File: config.mk
export PLATFORM = sky130hd
export DESIGN_NAME = mic_ulaw_packer
export DESIGN_NICKNAME = d
export VERILOG_FILES = /design/src/rtl/mic_ulaw_packer.sv
export SDC_FILE = /design/constraint.sdc
export NUM_CORES = 1
export LEC_CHECK = 0
export BUFFER_PORTS_ARGS = -buffer_cell sky130_fd_sc_hd__buf_2
export CAP_MARGIN = 5
export CELL_PAD_IN_SITES_DETAIL_PLACEMENT = 0
export CELL_PAD_IN_SITES_GLOBAL_PLACEMENT = 1
export CORE_ASPECT_RATIO = 0.8
export CORE_MARGIN = 10
export CORE_UTILIZATION = 47
export DETAILED_ROUTE_END_ITERATION = 8
export PLACE_DENSITY = 0.94
export SLEW_MARGIN = 20
export SYNTH_ARGS = -nofsm -noshare
export SYNTH_HDL_FRONTEND = slang
export SYNTH_SLANG_ARGS = --single-unit
export TNS_END_PERCENT = 100
File: constraint.sdc
create_clock -name clk -period 9 [get_ports clk]
set_input_delay 1.35 -clock clk [delete_from_list [all_inputs] [get_ports clk]]
set_output_delay 1.35 -clock clk [all_outputs]
set_load 0.05 [all_outputs]
File: src/rtl/mic_ulaw_packer.sv
// Captures microphone PCM samples, mu-law encodes them and packs four bytes per 32-bit word.
// Optional build macro MIC_SILENCE_PRELOAD_EN presents one silence word (0xFFFFFFFF) on entering ACTIVE.
module mic_ulaw_packer #(
  parameter int START_DELAY = 10
) (
  input  logic        clk,
  input  logic        rst_n,
  input  logic        record_start,
  input  logic        record_stop,
  input  logic        sample_avail,
  input  logic [15:0] sample_data,
  output logic [31:0] mic_data,
  output logic        mic_data_valid,
  input  logic        mic_data_retrieved,
  output logic [1:0]  mic_debug
);

  localparam int CW = (START_DELAY < 1) ? 1 : $clog2(START_DELAY + 1);

  typedef enum logic [1:0] {
    IDLE,
    DELAY,
    ACTIVE
  } state_t;

  state_t          state;
  logic [CW-1:0]   delay_cnt;
  logic            word_filled;
  logic [1:0]      slot;
  logic            pending;
  logic [15:0]     holding;

  logic            avail_q1;
  logic            avail_q2;
  logic            avail_q3;
  logic            sample_event;
  logic            write_en;

  logic [12:0]     enc_s;
  logic [13:0]     enc_x;
  logic            enc_sign;
  logic [14:0]     enc_mag;
  logic [12:0]     enc_m;
  logic [12:0]     enc_b;
  logic [2:0]      enc_exp;
  logic [3:0]      enc_mant;
  logic [7:0]      enc_byte;

  // sample_avail is asynchronous: two flops for metastability, a third to find the rising edge.
  // NOTE: sequential state always uses non-blocking (<=) so every flop samples pre-edge values.
  always_ff @(posedge clk or negedge rst_n) begin
    if (!rst_n) begin
      avail_q1 <= 1'b0;
      avail_q2 <= 1'b0;
      avail_q3 <= 1'b0;
    end else begin
      avail_q1 <= sample_avail;
      avail_q2 <= avail_q1;
      avail_q3 <= avail_q2;
    end
  end

  assign sample_event = avail_q2 & ~avail_q3;

  // NOTE: the holding register is a plain data register, so it is reset like any other flop
  // (it is not a memory array); this keeps the encoder input defined out of reset.
  always_ff @(posedge clk or negedge rst_n) begin
    if (!rst_n) begin
      holding <= '0;
    end else if (sample_event) begin
      holding <= sample_data;
    end
  end

  // Mu-law encoder on the 13-bit sample taken from holding[15:3].
  // NOTE: every always_comb output gets a default first so no path can infer a latch.
  always_comb begin
    enc_s    = holding[15:3];
    enc_x    = {enc_s, 1'b0};
    enc_sign = enc_x[13];
    // 15-bit magnitude so that -8192 does not overflow before clipping.
    enc_mag  = enc_sign ? (15'd0 - {1'b1, enc_x}) : {1'b0, enc_x};
    enc_m    = (enc_mag > 15'd8158) ? 13'd8158 : enc_mag[12:0];
    enc_b    = enc_m + 13'd33;
    enc_exp  = '0;
    for (int i = 5; i < 13; i++) begin
      if (enc_b[i]) enc_exp = 3'(i - 5);
    end
    enc_mant = enc_b[({1'b0, enc_exp} + 4'd1) +: 4];
    enc_byte = ~{enc_sign, enc_exp, enc_mant};
  end

  logic unused_bits;
  assign unused_bits = ^{holding[2:0], enc_b[0]};

  assign write_en = (state == ACTIVE) && !word_filled && pending;

  always_ff @(posedge clk or negedge rst_n) begin
    if (!rst_n) begin
      state       <= IDLE;
      delay_cnt   <= '0;
      word_filled <= 1'b0;
      slot        <= 2'd0;
      pending     <= 1'b0;
      mic_data    <= '0;
    end else begin
      // A fresh capture keeps pending set even when the old value is written this cycle.
      if (sample_event) begin
        pending <= 1'b1;
      end else if (write_en) begin
        pending <= 1'b0;
      end

      if (record_stop) begin
        state <= IDLE;
      end else begin
        case (state)
          IDLE: begin
            if (record_start) begin
              state       <= DELAY;
              delay_cnt   <= '0;
              word_filled <= 1'b0;
              slot        <= 2'd0;
              pending     <= 1'b0;
            end
          end

          DELAY: begin
            if (delay_cnt == CW'(START_DELAY)) begin
              state   <= ACTIVE;
              // Anything captured before recording began is stale.
              pending <= 1'b0;
`ifdef MIC_SILENCE_PRELOAD_EN
              mic_data    <= '1;
              word_filled <= 1'b1;
              slot        <= 2'd0;
`endif
            end else begin
              delay_cnt <= delay_cnt + 1'b1;
            end
          end

          ACTIVE: begin
            if (record_start) begin
              state       <= DELAY;
              delay_cnt   <= '0;
              word_filled <= 1'b0;
              slot        <= 2'd0;
              pending     <= 1'b0;
            end else begin
              if (write_en) begin
                case (slot)
                  2'd0:    mic_data[31:24] <= enc_byte;
                  2'd1:    mic_data[23:16] <= enc_byte;
                  2'd2:    mic_data[15:8]  <= enc_byte;
                  default: mic_data[7:0]   <= enc_byte;
                endcase
                slot <= slot + 2'd1;
                if (slot == 2'd3) word_filled <= 1'b1;
              end
              if (mic_data_retrieved && word_filled) begin
                word_filled <= 1'b0;
              end
            end
          end

          default: state <= IDLE;
        endcase
      end
    end
  end

  assign mic_data_valid = (state == ACTIVE) && word_filled;
  assign mic_debug      = {mic_data_valid, state == ACTIVE};

endmodule

## Word-level counts from Yosys, hierarchy flattened

Cells that the tools add are included.

- Register bits: 61
- Output and inout port bits: 35
- Word-level logic and storage cells: 91
- Bits of input ports: 22

- Add/sub/neg operators: 5
- Shifts and indexed selects: 1
- Mux-type cells: 32
- Reductions and logical operators: 19
- Eq/ne operators: 14
- Order comparisons: 1
- Bitwise operators: 6

Operator list:

| operator | number |
|---|---|
| $reduce_and A5 Y1 | 5 |
| $mux W3 | 6 |
| $gt A15 B13 Y1 const B | 1 |
| $mux W15 | 1 |
| $sub A1 B15 Y15 const A | 1 |
| $add A13 B6 Y13 const B | 1 |
| $mux W13 | 1 |
| $shiftx A13 B5 Y4 | 1 |
| $mux W2 | 6 |
| $mux W1 | 11 |
| $mux W4 | 2 |
| $ne A4 B2 Y1 const B | 2 |
| $not A8 Y8 | 1 |
| $pmux W2 S2 | 2 |
| $pmux W4 S2 | 1 |
| $reduce_and A4 Y1 | 2 |
| $eq A2 B2 Y1 const B | 3 |
| $add A3 B1 Y4 const B | 1 |
| $add A4 B1 Y4 const B | 1 |
| $eq A2 B1 Y1 const B | 2 |
| $eq A4 B4 Y1 const B | 1 |
| $logic_and A1 B1 Y1 | 4 |
| $logic_not A2 Y1 | 2 |
| $ne A2 B2 Y1 const B | 2 |
| other kinds (13) | 18 |

## Longest topological paths before layout

- Depth after elaboration: 15
- Gate-level depth with buffers: 16

## Worst setup path before layout

OpenSTA, ideal clock, no wires.

- Kind: register -> register
- From: register holding[8]
- To: register mic_data[10]
- Path slack: 4773 ps
- Path buffers: 1
- Stages on the path, launching flop included: 14
- Clock period less this slack: 4227 ps
- Data arrival time: 4099 ps
- Required time: 8872 ps
- Setup time: 128 ps
- Path through: dfrtp_1 > or4_4 > o41ai_4 > xor2_1 > a211oi_1 > a21oi_1 > ha_1 > or3_1 > and2_1 > or3_1 > buf_4 > o31ai_1 > a211oi_1 > mux2_1

- Longest elaborated chain between the ends: 15

Ends and longest elaborated chain:

| element | RTL line | text |
|---|---|---|
| start: declaration | 31 | `logic [15:0] holding;` |
| start signal: assignment | 71 | `holding <= sample_data;` |
| $sub A1 B15 Y15 | 82 | `enc_mag = enc_sign ? (15'd0 - {1'b1, enc_x}) : {1'b0, enc_x};` |
| $mux W15 * | 82 |  |
| $gt A15 B13 Y1 | 83 | `enc_m = (enc_mag > 15'd8158) ? 13'd8158 : enc_mag[12:0];` |
| $mux W13 * | 83 |  |
| $add A13 B6 Y13 * | 84 | `enc_b = enc_m + 13'd33;` |
| $mux W1 | 87 | `if (enc_b[i]) enc_exp = 3'(i - 5);` |
| $mux W3 (6 in series) | 87 |  |
| $add A3 B1 Y4 | 89 | `enc_mant = enc_b[({1'b0, enc_exp} + 4'd1) +: 4];` |
| $shiftx A13 B5 Y4 * | 89 |  |
| $not A8 Y8 * | 90 | `enc_byte = ~{enc_sign, enc_exp, enc_mant};` |
| end signal: assignment | 155 | `2'd2: mic_data[15:8] <= enc_byte;` |
| end: declaration | 12 | `output logic [31:0] mic_data,` |

Mark *: on every way between the ends. The rest lies on a longest branch, timed or not.
A chain may end at the register's enable or synchronous reset.

## Final worst setup path

- From: register holding[8]
- To: register mic_data[26]

Same word-level chain as after synthesis.

==> flow_summary.yaml <==
place:
  io_buffers: 53
  post_dp_cell_area_um2: 3750
  dp.cells: 491
  gp_congestion: 0.915
  dp_hpwl_um: 6130
  dpl_worst_slack_ns: 3.91
floorplan:
  die_h_um: 96.6
  io-pin-count: 57
  die_w_um: 116
  core_um2: 6990
  num_rows: 27
  start_util: 0.492
  dieArea_um2: 11200
critical_path:
  crit_family: "compound AO/OA/AOI/OAI gates"
  critPathKind: "flop to flop"
  timing.critical_path.cells: "or4_4 -> o41ai_4 -> xor2_1 -> a211oi_1 -> a21oi_1 -> ha_1 -> xnor2_1 -> a211oi_2 -> or3_1 -> o31ai_1 -> a211oi_1 -> mux2_1"
  crit_fanout: 10
  cp.arrival_ns: 5.37
  cpMostUsedCell: "a211oi_1"
  worstPathRequired_ns: 9.22
  crit_buf_inv: 0
  start_kind: "flop"
  cp_slowest_cell: "or4_4"
  endpoint_kind: "flop"
  critPathMaxStageDelay_ns: 0.64
finish:
  postLayoutCellArea_um2: 3930
  fin_nets: 445
  seq_area_um2: 1450
  final_util: 0.563
  layout-drive-gt1-share: 0.236
  diodes: 0
  multi_input_area_um2: 1880
  num-fill-cells: 642
  area_growth_pct: 14.2
  finalNonFillerCells: 507
grt:
  grt_max_degree: 59
  grt_pass1_wl_um: 13600
  grt_pass1_vias: 2808
  grt_use_total: 0.152
  overflow: 0
  grt_antenna_before_repair: 0
sta:
  rsz0062_at_grt: "false"
  fin_crit_ns: 5.15
  final-hold-violation-count: 0
  whs_ns: 0.354
  fin_ws_ns: 3.85
  skew_ns: 0.00586
  setup_viol: 0
  timing.final.crit_share: 0.572
  tns_ns: 0
  slew-limit-headroom: 0.376
  fmax_mhz: 194
  slew_viol_final: 0
  tightestPinTransition_ns: 0.936
synth:
  synth-edff-count: 0
  synthArstFlopShare: 1.00
  synth_cell_type_count: 60
  synthCells: 366
  synth_ff_type: "dfrtp_1"
  syn-cell-area_um2: 3440
  synthesis.nets: 396
  ys_seq_area_frac: 0.422
  yosys_warnings: 0
  ys_seq_elements: 58
  synth.avg_cell_area_um2: 9.41
job:
  drv_cap: 0
pwr:
  p_leak_nw: 1.81
  p_sw_mw: 0.333
  power.share.sequential: 0.361
  power.internal_mw: 0.490
  p_comb_frac: 0.386
  total_power_mw: 0.822
  switching_share: 0.405
  p_per_area_nw_per_um2: 209
  power.share.clock: 0.253
  ir_drop_v: 0.000121
detailed_routing:
  firstDrtPassIters: 4
  wl_per_cell_um: 16.4
  drt_first_iter_violations: 147
  routed-via-count: 2934
  vias_per_cell: 5.79
  routed_wl_um: 8300
  drc_errors: 0
  ant_nets: 0
clock_network:
  clk_latency_ns: 0.34
  htreeDepth: 3
  ctsResizeCount: 0
  post-cts-setup-buffer-count: 0
  cts_tree: "yes"
  cts_root_buffer: "clkbuf_8"
  clockBufferDepth: 2
  cts_made_buffers: 9
  cts_sinks: 58
  hold_buffers: 0
  path_clk_slew_ns: 0.07
run_status:
  outcome: "finished, final reports clean"
worst_hold_path:
  hold_class: "flop to flop"
==> final timing paths <==
kind,from,endpoint,slack (ns),cells after the start
worst max-delay path,holding[8],mic_data[26],3.85,12
worst min-delay path,avail_q1,avail_q2,0.35,0
worst max register to register,holding[8],mic_data[26],3.85,12
worst min register to register,avail_q1,avail_q2,0.35,0
max in group asynchronous,rst_n,holding[7],7.38,2
min in group asynchronous,rst_n,mic_data[23],1.13,2
==> cells in the mapped netlist, types with 5 or more instances <==
library cell,number,area share
a211oi_1,8,0.017
a21oi_1,17,0.025
a31oi_1,5,0.0091
clkbuf_1,10,0.011
dfrtp_1,58,0.42
ha_1,8,0.029
inv_1,14,0.015
mux2_1,7,0.023
mux2_2,11,0.036
nand2_1,57,0.062
nand2b_1,7,0.013
nand3_1,8,0.012
nor2_1,14,0.015
nor3_1,8,0.012
o21ai_0,32,0.047
o31ai_1,12,0.026
xnor2_1,9,0.023
xor2_1,6,0.015
==> cell families after synthesis <==
group,count (synthesis),share of synthesized area
adders and majority gates,8,0.0291
and+or+nand+nor,125,0.178
muxes,20,0.0647
AOI/OAI and AO/OA,110,0.232
DFF,58,0.422
buffers and inverters,30,0.0360
xor gates and xnor gates,15,0.0382
==> power groups by stage <==
stage / clock [mW] / combinational (mW) / sequential (mW)
finish: 0.208 / 0.318 / 0.297
global placement: 0 / 0.308 / 0.300
CTS: 0.213 / 0.314 / 0.296
detailed placement: 0 / 0.311 / 0.301
floorplan: 0 / 0.254 / 0.291
global route: 0.224 / 0.355 / 0.299
==> routing by layer <==
metal | part of all wire | vias to the layer above | global-route usage
met5 | 0 | - | 0
met4 | 0.017 | 0 | 0.0603
met3 | 0.087 | 18 | 0.0548
met2 | 0.43 | 106 | 0.226
met1 | 0.47 | 1376 | 0.200
li1 | - | 1434 | -
==> area by class of cell <==
class	instances	share of cell area
clock buffer	11	0.0359
inverter	14	0.0134
sequential	58	0.369
clock inverter	5	0.00763
timing repair buffer	54	0.0693
tap	87	0.0277
multi-input combinational	278	0.477
==> state kept, by name, summed over array words and instances (netlist names) <==
signal and cells:
avail_q1 1, holding 13, slot 2, avail_q3 1, state 2, word_filled 1, mic_data 32, pending 1
avail_q2 1, delay_cnt 4
==> cell usage in the layout (no fill, tap or decap), types with 9 or more instances in the layout <==
cell	Yosys	routed
dfrtp_1	58	58
nand2_1	57	57
buf_2	3	53
o21ai_0	32	32
a21oi_1	17	17
inv_1	14	14
nor2_1	14	14
o31ai_1	12	12
mux2_2	11	11
clkbuf_8	0	10
xnor2_1	9	9
No activity file was read; power rests on OpenSTA's default activity.
